## config.mk

```make
export PLATFORM = sky130hd
export DESIGN_NAME = corescore_reset_seq
export DESIGN_NICKNAME = d
export VERILOG_FILES = /design/src/rtl/corescore_reset_seq.sv
export SDC_FILE = /design/constraint.sdc
export NUM_CORES = 1
export LEC_CHECK = 0
export CELL_PAD_IN_SITES_DETAIL_PLACEMENT = 1
export CELL_PAD_IN_SITES_GLOBAL_PLACEMENT = 1
export CORE_MARGIN = 8
export CORE_UTILIZATION = 45
export CTS_BUF_LIST = sky130_fd_sc_hd__clkbuf_16
export DETAILED_ROUTE_END_ITERATION = 16
export PLACE_DENSITY = 0.85
export SYNTH_ARGS = -nofsm -noshare
export SYNTH_HDL_FRONTEND = slang
export SYNTH_SLANG_ARGS = --single-unit
```

## constraint.sdc

```tcl
create_clock -name i_clk -period 2.2 [get_ports i_clk]
set_input_delay 0.22 -clock i_clk [delete_from_list [all_inputs] [get_ports i_clk]]
set_output_delay 0.22 -clock i_clk [all_outputs]
set_load 0.01 [all_outputs]
```

## src/rtl/corescore_reset_seq.sv

```systemverilog
`default_nettype none
// ============================================================================
// Module   : corescore_reset_seq
// Purpose  : Staged reset sequencer for the generated system clock domain.
//            A raw asynchronous active-low reset is synchronised on release,
//            then the peripheral reset is released after a hold period and
//            the core reset after a further stagger. o_ready reports that
//            both resets are released. A software request restarts the
//            whole sequence from the hold period.
// Option   : `define CORESCORE_RESET_SEQ_WDT_EN builds a watchdog that runs
//            in RUN. It is cleared by i_kick and restarts the sequence on
//            timeout, setting the sticky o_wdt_fired flag. When the macro
//            is not defined, i_kick is unused and o_wdt_fired is 0.
// Ports    : i_clk        system clock (generated clock)
//            i_rst_n      async active-low reset, released through synchroniser
//            i_sw_rst     software reset request, level-sampled, honoured in RUN
//            i_kick       watchdog kick (watchdog build only)
//            o_rst_periph active-high peripheral reset (released first)
//            o_rst_core   active-high core reset (released after the stagger)
//            o_ready      both resets released
//            o_wdt_fired  sticky watchdog-timeout flag
// Revision : 1.0  initial release
// ============================================================================
module corescore_reset_seq #(
  parameter int SYNC_STAGES    = 2,
  parameter int HOLD_CYCLES    = 16,
  parameter int STAGGER_CYCLES = 4,
  parameter int WDT_CYCLES     = 1048576,
  parameter int CNT_W          = 21
) (
  input  logic i_clk,
  input  logic i_rst_n,
  input  logic i_sw_rst,
  input  logic i_kick,
  output logic o_rst_periph,
  output logic o_rst_core,
  output logic o_ready,
  output logic o_wdt_fired
);

  typedef enum logic [1:0] {
    ST_HOLD    = 2'd0,
    ST_STAGGER = 2'd1,
    ST_RUN     = 2'd2
  } state_t;

  // Terminal counts. The stagger value is clamped so that a zero stagger
  // does not produce a negative constant; that state is never entered then.
  localparam logic [CNT_W-1:0] c_hold_last = CNT_W'(HOLD_CYCLES - 1);
  localparam logic [CNT_W-1:0] c_stag_last =
    CNT_W'((STAGGER_CYCLES == 0) ? 0 : (STAGGER_CYCLES - 1));
`ifdef CORESCORE_RESET_SEQ_WDT_EN
  localparam logic [CNT_W-1:0] c_wdt_last  = CNT_W'(WDT_CYCLES - 1);
`else
  localparam int               c_unused_wdt_cycles = WDT_CYCLES;
  logic w_unused_kick;
  assign w_unused_kick = i_kick;
`endif

  logic [SYNC_STAGES-1:0] sync_q, sync_d;
  state_t                 state_q, state_d;
  logic [CNT_W-1:0]       cnt_q, cnt_d;
  logic                   rst_periph_q, rst_periph_d;
  logic                   rst_core_q, rst_core_d;
  logic                   ready_q, ready_d;
`ifdef CORESCORE_RESET_SEQ_WDT_EN
  logic                   wdt_fired_q, wdt_fired_d;
`endif

  always_comb begin
    // The synchroniser only ever shifts in ones; it is cleared solely by
    // the asynchronous reset, so its last stage stays high once released.
    sync_d       = {sync_q[SYNC_STAGES-2:0], 1'b1};
    state_d      = state_q;
    cnt_d        = cnt_q;
    rst_periph_d = rst_periph_q;
    rst_core_d   = rst_core_q;
    ready_d      = ready_q;
`ifdef CORESCORE_RESET_SEQ_WDT_EN
    wdt_fired_d  = wdt_fired_q;
`endif

    // Nothing advances until the synchronised release has been seen.
    if (sync_q[SYNC_STAGES-1]) begin
      case (state_q)
        ST_HOLD: begin
          if (cnt_q == c_hold_last) begin
            cnt_d        = '0;
            rst_periph_d = 1'b0;
            if (STAGGER_CYCLES == 0) begin
              rst_core_d = 1'b0;
              ready_d    = 1'b1;
              state_d    = ST_RUN;
            end else begin
              state_d    = ST_STAGGER;
            end
          end else begin
            cnt_d = cnt_q + CNT_W'(1);
          end
        end

        ST_STAGGER: begin
          if (cnt_q == c_stag_last) begin
            // Counter returns to zero on entry to RUN, which also starts
            // the watchdog interval from zero.
            cnt_d      = '0;
            rst_core_d = 1'b0;
            ready_d    = 1'b1;
            state_d    = ST_RUN;
          end else begin
            cnt_d = cnt_q + CNT_W'(1);
          end
        end

        ST_RUN: begin
          if (i_sw_rst) begin
            cnt_d        = '0;
            rst_periph_d = 1'b1;
            rst_core_d   = 1'b1;
            ready_d      = 1'b0;
            state_d      = ST_HOLD;
          end
`ifdef CORESCORE_RESET_SEQ_WDT_EN
          // In RUN the counter is reused as the watchdog interval counter.
          else if (i_kick) begin
            cnt_d = '0;
          end else if (cnt_q == c_wdt_last) begin
            cnt_d        = '0;
            rst_periph_d = 1'b1;
            rst_core_d   = 1'b1;
            ready_d      = 1'b0;
            state_d      = ST_HOLD;
            wdt_fired_d  = 1'b1;
          end else begin
            cnt_d = cnt_q + CNT_W'(1);
          end
`endif
        end

        default: begin
          cnt_d        = '0;
          rst_periph_d = 1'b1;
          rst_core_d   = 1'b1;
          ready_d      = 1'b0;
          state_d      = ST_HOLD;
        end
      endcase
    end
  end

  always_ff @(posedge i_clk or negedge i_rst_n) begin
    if (!i_rst_n) begin
      sync_q       <= '0;
      state_q      <= ST_HOLD;
      cnt_q        <= '0;
      rst_periph_q <= 1'b1;
      rst_core_q   <= 1'b1;
      ready_q      <= 1'b0;
`ifdef CORESCORE_RESET_SEQ_WDT_EN
      wdt_fired_q  <= 1'b0;
`endif
    end else begin
      sync_q       <= sync_d;
      state_q      <= state_d;
      cnt_q        <= cnt_d;
      rst_periph_q <= rst_periph_d;
      rst_core_q   <= rst_core_d;
      ready_q      <= ready_d;
`ifdef CORESCORE_RESET_SEQ_WDT_EN
      wdt_fired_q  <= wdt_fired_d;
`endif
    end
  end

  assign o_rst_periph = rst_periph_q;
  assign o_rst_core   = rst_core_q;
  assign o_ready      = ready_q;
`ifdef CORESCORE_RESET_SEQ_WDT_EN
  assign o_wdt_fired  = wdt_fired_q;
`else
  assign o_wdt_fired  = 1'b0;
`endif

endmodule
`default_nettype wire

```

Word-level counts from Yosys, hierarchy flattened
Index checks and enable logic that the tools add are counted.
{ "classes": {"addsub": 1, "eq_ne": 7, "n_mux": 16, "bitwise": 2, "reduce_logical": 5} }
{ "ops": {"columns": ["operator", "n"], "rows": [
  ["$mux 21", 3],
  ["$pmux 21 s3", 1],
  ["$add 21x1->21 const B", 1],
  ["$eq 21x2->1 const B", 1],
  ["$eq 21x4->1 const B", 1],
  ["$reduce_and 4->1", 3],
  ["$pmux 1 s3", 3],
  ["$mux 2", 3],
  ["$ne 2x2->1 const B", 3],
  ["$pmux 2 s3", 1],
  ["$mux 1", 5],
  ["$eq 2x1->1 const B", 1],
  ["$eq 2x2->1 const B", 1],
  ["$logic_not 2->1", 1],
  ["$not 1->1", 2],
  ["$reduce_and 2->1", 1]
]} }
{ "word_totals": {"reg_bits": 28, "inputBits": 4, "output_inout_bits": 4, "word_cells": 37} }

Longest topological paths before layout
Gate-level depths: netlist of run 1.
{ "logic_depth": {"ltp_word": 3, "ltp_mapped": 7, "depth_no_buf": 6} }

Worst setup path before layout of run 1
No wires, ideal clock.
{ "synth_timing": {"kind": "reg2reg", "start": "register cnt_q[0]", "end": "register cnt_q[10]", "t_arrival_ps": 1629, "t_required_ps": 2117, "setup_slack_ps": 488, "stages_incl_launch_ff": 7, "synth_period_minus_slack_ps": 1712, "cell_sequence": "dfrtp_1 ha_1 nand3_2 nor3_1 nand3_1 or4_1 o21ai_0"} }
{ "synth_between": {"elab_chain_len": 3} }
{ "synth_rtl": {"columns": ["element", "line", "source"], "rows": [
  ["from (decl)", "62", "logic [CNT_W-1:0] cnt_q, cnt_d;"],
  ["from (signal assigned)", "165", "cnt_q <= cnt_d;"],
  ["$add 21x1->21 (tied with other cells)", "98, 111", null],
  ["$mux 21, on equally long branches", "103, 87", null],
  ["$pmux 21 s3 (*)", "85", "case (state_q)"]
]} }
Mark *: on every way between the ends. The rest lies on a longest branch, timed or not.
A chain may end at the register's enable or synchronous reset.

Final worst setup path of run 1
{ "layout_timing": {"start": "register cnt_q[3]", "end": "register cnt_q[5]"} }
Same word-level chain as after synthesis.

==> metrics.cfg, run 1 <==
[critical_path]
worstSetupPathType = reg2reg
worst_setup_path_start_kind = flip-flop
reg2regPathDepth = 5
cp-end-kind = flip-flop
rr_startpoint = cnt_q[3]
crit_fanout = 10
rrSetupSlack_ns = 0.17
arrival_ns = 2.18
crit-reg2reg-capture = cnt_q[5]
setup.worst_path.start = cnt_q[3]
critPathCapture = cnt_q[5]
cp.required_ns = 2.35

[yosys]
avgSynthCellArea_um2 = 9.52
seq_area_frac_synth_pct = 44.2
ys_async_sr_fraction_pct = 100
ys_seq_elements = 28
synth_area_leader_cell = dfrtp_1
synth.top_cell.area_share_pct = 40.9
synthTopCellsByArea = dfrtp_1 (41%), o21ai_0 (4.4%), nand2_1 (3.8%)
syn_inst = 167
syn-num-nets = 172
netlist_area_um2 = 1590
ys_dominant_reg_cell = dfrtp_1
yosysWarnings = 0
synth_edf_count = 0
synth_cell_types = 48

[sta]
setup_violations = 0
fin_skew_ns = 0.00434
finalCritPeriodShare_pct = 92.4
tightest_slew_ns = 0.497
timing.final.ws_setup_ns = 0.167
setup_tns_ns = 0
slew_headroom_pct = 66.5
slew_violations = 0
finalCriticalPeriod_ns = 2.03
rsz0062_at_grt = no
hold_violations = 0
max_freq_mhz = 492

[placement]
numPortBuffers = 5
gp_congestion = 0.833
dpl_cell_area_um2 = 1720
dpl.hpwl_um = 2840
place_ws_ns = 0.244

[pwr]
leakage_nw = 0.765
p_sw_mw = 0.369
finalPower_mw = 1.25
combPwrFrac_pct = 15.5
sequentialPowerShare_pct = 51.0
power.share.clock_pct = 33.5
swShare_pct = 29.6
power_density_nw_per_um2 = 692
ir_drop_mv = 0.289
intPower_mw = 0.878

[die]
rows = 21
dieArea_um2 = 5690
die_width_um = 75.4
ioPinCount = 8
coreArea_um2 = 3360
start_util_pct = 47.3
die-height_um = 75.4

[cts]
clk_path_buf_depth = 2
post_cts_buffers = 0
cts_resized = 0
clock-sinks = 28
clk-insertion-delay-late_ns = 0.26
cts_hold_buf = 0
cts_root_buffer = clkbuf_16
cts_htree_levels = 1
clk_pin_slew_ns = 0.07
cts_buffers = 3
cts_tree = done

[cells_and_area]
seqCellArea_um2 = 703
final_util_pct = 53.6
layout_commonest_cell = dfrtp_1
multi_input_comb_area_um2 = 838
fin_nets = 184
fillers = 405
antennaDiodeCount = 0
area_growth_pct = 13.4
final_cell_mix = dfrtp_1 (26), nand2_1 (16), nor2_1 (15)
final_area_um2 = 1800
drive_above_1_share_pct = 12.9

[routing]
vias = 1359
postRouteAntennaNets = 0
drc_errors = 0
vias_per_cell = 6.07
drt_wl_total_um = 4050
drt-initial-drc-count = 60
drt_pre_antenna_iters = 4
wl_per_cell_um = 18.1

[global_route]
grt_pass1_vias = 1454
grt_usage_pct = 15.9
grt_remaining_overflow = 0
antenna_found_initial = 0
grt_pass1_wl_um = 6870
grt_max_degree = 29

[worst_hold_path]
worstHoldPathType = in2async

[job]
cap_violations = 0

[outcome]
status = completed

==> power by group through the flow <==
stage          registers (mW)  clock network (mW)  logic [mW]
2_1_floorplan           0.607                   0       0.165
3_3_place_gp            0.639                   0       0.181
3_5_place_dp            0.641                   0       0.193
4_1_cts                 0.634               0.424       0.194
5_1_grt                 0.644               0.453       0.218
6_report                0.636               0.418       0.193
==> cell type report <==
cell class / instances / share of cell area, %
multi-input cells: 128 / 46.5
flip-flops and latches: 28 / 39.0
repair buffers: 12 / 5.69
clock buffers: 3 / 4.16
well taps: 46 / 3.19
inverters: 6 / 1.25
clock inverters: 1 / 0.208
==> registers in the layout, summed over array words and instances (netlist names) <==
register / flops
cnt_q: 21
state_q: 2
sync_q: 2
o_ready: 1
o_rst_core: 1
o_rst_periph: 1
==> routing by layer <==
| metal | GRT usage, % | wire, µm | vias to the layer above |
|---|---|---|---|
| met4 | 6.82 | 51 | 0 |
| met2 | 26.5 | 2010 | 17 |
| li1 | - | - | 636 |
| met3 | 2.37 | 104 | 4 |
| met5 | 0 | 0 | - |
| met1 | 19.9 | 1880 | 702 |
==> logic make-up (layout without fill, tap and decap cells) <==
kind of cell,Yosys count,after routing,share of synthesized area (%)
adder cells (fa/ha/maj),1,1,0.787
other,2,2,0.472
AO/OA/AOI/OAI,42,42,19.6
XOR/XNOR,5,5,2.75
buffers and inverters,11,22,3.07
flip-flops,28,28,44.2
AND/OR/NAND/NOR,78,78,29.1
==> critical path, stage by stage (launching register included) <==
cell and delay, ns:
dfrtp_1 0.49, nand2_2 0.16, o22ai_1 0.16, a41oi_4 0.44, nand2_1 0.29, o311ai_1 0.37
==> cells in the mapped netlist, types with 2 or more instances <==
cell type / count
a21oi_1: 4
nand2_1: 16
nor2_1: 15
nand2_2: 2
nor4_4: 2
xor2_1: 5
or3_1: 3
nor3_1: 5
a22o_1: 6
dfstp_2: 2
and3_1: 4
nand4_1: 3
or4_1: 2
nor4_1: 4
nand3_1: 8
dfrtp_1: 26
o311ai_1: 2
a21o_1: 2
nand2b_1: 3
o21ai_0: 14
inv_1: 6
o31ai_1: 2
o21a_1: 2
conb_1: 2
a31oi_1: 2
buf_2: 3
==> worst min path at each step <==
stage / cells after the start / slack (ns) / to / from
after global placement: 0 / 0.35 / sync_q[1] / sync_q[0]
after detailed placement: 0 / 0.34 / sync_q[1] / sync_q[0]
after CTS: 2 / 0.36 / cnt_q[8] / i_rst_n
after floorplan: 0 / -0.08 / cnt_q[0] / i_rst_n
final: 2 / 0.35 / cnt_q[8] / i_rst_n
after global routing: 0 / 0.37 / sync_q[1] / sync_q[0]
==> metrics by stage <==
stage	std cells	hold WS (ns)
floorplan	167	-0.0756
global placement	220	0.346
detailed placement	220	0.343
CTS	224	0.359
global route	224	0.369
finish	224	0.345
Power figures use the tool's default switching activity.
==> run 2, diff against run 1 <==
- CTS_BUF_LIST: sky130_fd_sc_hd__clkbuf_16 -> unset
==> metrics.cfg, run 2 (synthesis results as in run 1) <==
[routing]
drc_errors = 0
drt_wl_total_um = 3920
postRouteAntennaNets = 0
drt-initial-drc-count = 59
vias_per_cell = 6.09
vias = 1364
wl_per_cell_um = 17.5
drt_pre_antenna_iters = 4

[cts]
cts_hold_buf = 0
post_cts_buffers = 0
cts_root_buffer = clkbuf_4
cts_tree = done
clock-sinks = 28
cts_htree_levels = 1
clk_pin_slew_ns = 0.15
cts_buffers = 3
cts_resized = 0
clk_path_buf_depth = 2
clk-insertion-delay-late_ns = 0.33

[placement]
numPortBuffers = 5
gp_congestion = 0.833
dpl_cell_area_um2 = 1720
dpl.hpwl_um = 2840
place_inst = 220
place_ws_ns = 0.244

[pwr]
swShare_pct = 32.4
leakage_nw = 0.747
finalPower_mw = 1.09
ir_drop_mv = 0.313
power.share.clock_pct = 23.6
sequentialPowerShare_pct = 58.6
combPwrFrac_pct = 17.9
intPower_mw = 0.735
p_sw_mw = 0.353
power_density_nw_per_um2 = 618

[sta]
whs_ns = 0.247
finalCritPeriodShare_pct = 92.3
max_freq_mhz = 493
timing.final.ws_setup_ns = 0.170
rsz0062_at_grt = no
tightest_slew_ns = 0.497
setup_violations = 0
setup_tns_ns = 0
hold_violations = 0
finalCriticalPeriod_ns = 2.03
fin_skew_ns = 0.00467
slew_headroom_pct = 66.5
slew_violations = 0

[cells_and_area]
seqCellArea_um2 = 703
top_register = cnt_q
antennaDiodeCount = 0
fin_nets = 184
layout_commonest_cell = dfrtp_1
instances_no_fill = 224
fillers = 413
final_cell_mix = dfrtp_1 (26), nand2_1 (16), nor2_1 (15)
largest_register_ffs = 21
final_util_pct = 52.3
largestRegisters = cnt_q x21, state_q x2, sync_q x2
drive_above_1_share_pct = 13.5
multi_input_comb_area_um2 = 838
area_growth_pct = 10.7
final_area_um2 = 1760

[critical_path]
cp-end-kind = flip-flop
worstSetupPathType = reg2reg
crit_fanout = 6
crit_buf_inv = 0
cpPeakStageDelay_ns = 0.47
cp.required_ns = 2.47
rr_startpoint = cnt_q[0]
cp_cell_sequence = ha_1 -> nand3_2 -> nor4_4 -> nor4b_1 -> a21oi_1 -> o21ai_1
critical_path.top_delay_family = simple AND/OR/NAND/NOR gates
crit-reg2reg-capture = cnt_q[12]
reg2regPathDepth = 6
rrSetupSlack_ns = 0.17
worst_setup_path_start_kind = flip-flop
arrival_ns = 2.30
cpMaxStageDelayCell = nor4_4

[die]
die_width_um = 75.4
dieArea_um2 = 5690
start_util_pct = 47.3
die-height_um = 75.4
ioPinCount = 8
coreArea_um2 = 3360
rows = 21

[global_route]
grt_pass1_wl_um = 6880
antenna_found_initial = 0
grt_usage_pct = 15.6
grt_remaining_overflow = 0
grt_max_degree = 29
grt_pass1_vias = 1457

[worst_hold_path]
worstHoldPathType = in2async

[outcome]
status = completed

[job]
cap_violations = 0

[run 2: changes by cell type in the layout (fill, tap and decap cells not counted), sizes merged]
cell / previous run / this run
clkbuf: 3 / 4
clkinv: 1 / 0
[run 2: how the worst max path moves through the flow]
stage,startpoint,endpoint,slack (ns),depth (start not counted)
2_1_floorplan,cnt_q[0],cnt_q[10],0.49,6
3_3_place_gp,cnt_q[3],cnt_q[15],0.32,5
3_5_place_dp,cnt_q[0],cnt_q[12],0.24,6
4_1_cts,cnt_q[0],cnt_q[12],0.16,6
5_1_grt,cnt_q[0],cnt_q[12],0.06,6
6_report,cnt_q[0],cnt_q[12],0.17,6
[run 2: cell type report]
class	count	share of cell area (%)
Multi-Input combinational cell	128	47.6
Tap cell	46	3.27
Inverter	6	1.28
Clock buffer	4	2.06
Sequential cell	28	39.9
Timing Repair Buffer	12	5.83
[run 2: routing by layer]
metal / vias up / global-route usage [%] / routed length (µm)
met5: - / 0 / 0
met4: 0 / 6.18 / 80
met3: 9 / 2.11 / 149
met2: 32 / 25.5 / 1860
li1: 634 / - / -
met1: 689 / 20.3 / 1830
[run 2: power by group through the flow]
| stage | registers, mW | logic [mW] | clock network, mW |
|---|---|---|---|
| after floorplan | 0.607 | 0.165 | 0 |
| after global placement | 0.639 | 0.181 | 0 |
| after detailed placement | 0.641 | 0.193 | 0 |
| after CTS | 0.637 | 0.195 | 0.265 |
| after global routing | 0.647 | 0.222 | 0.284 |
| final | 0.637 | 0.194 | 0.256 |
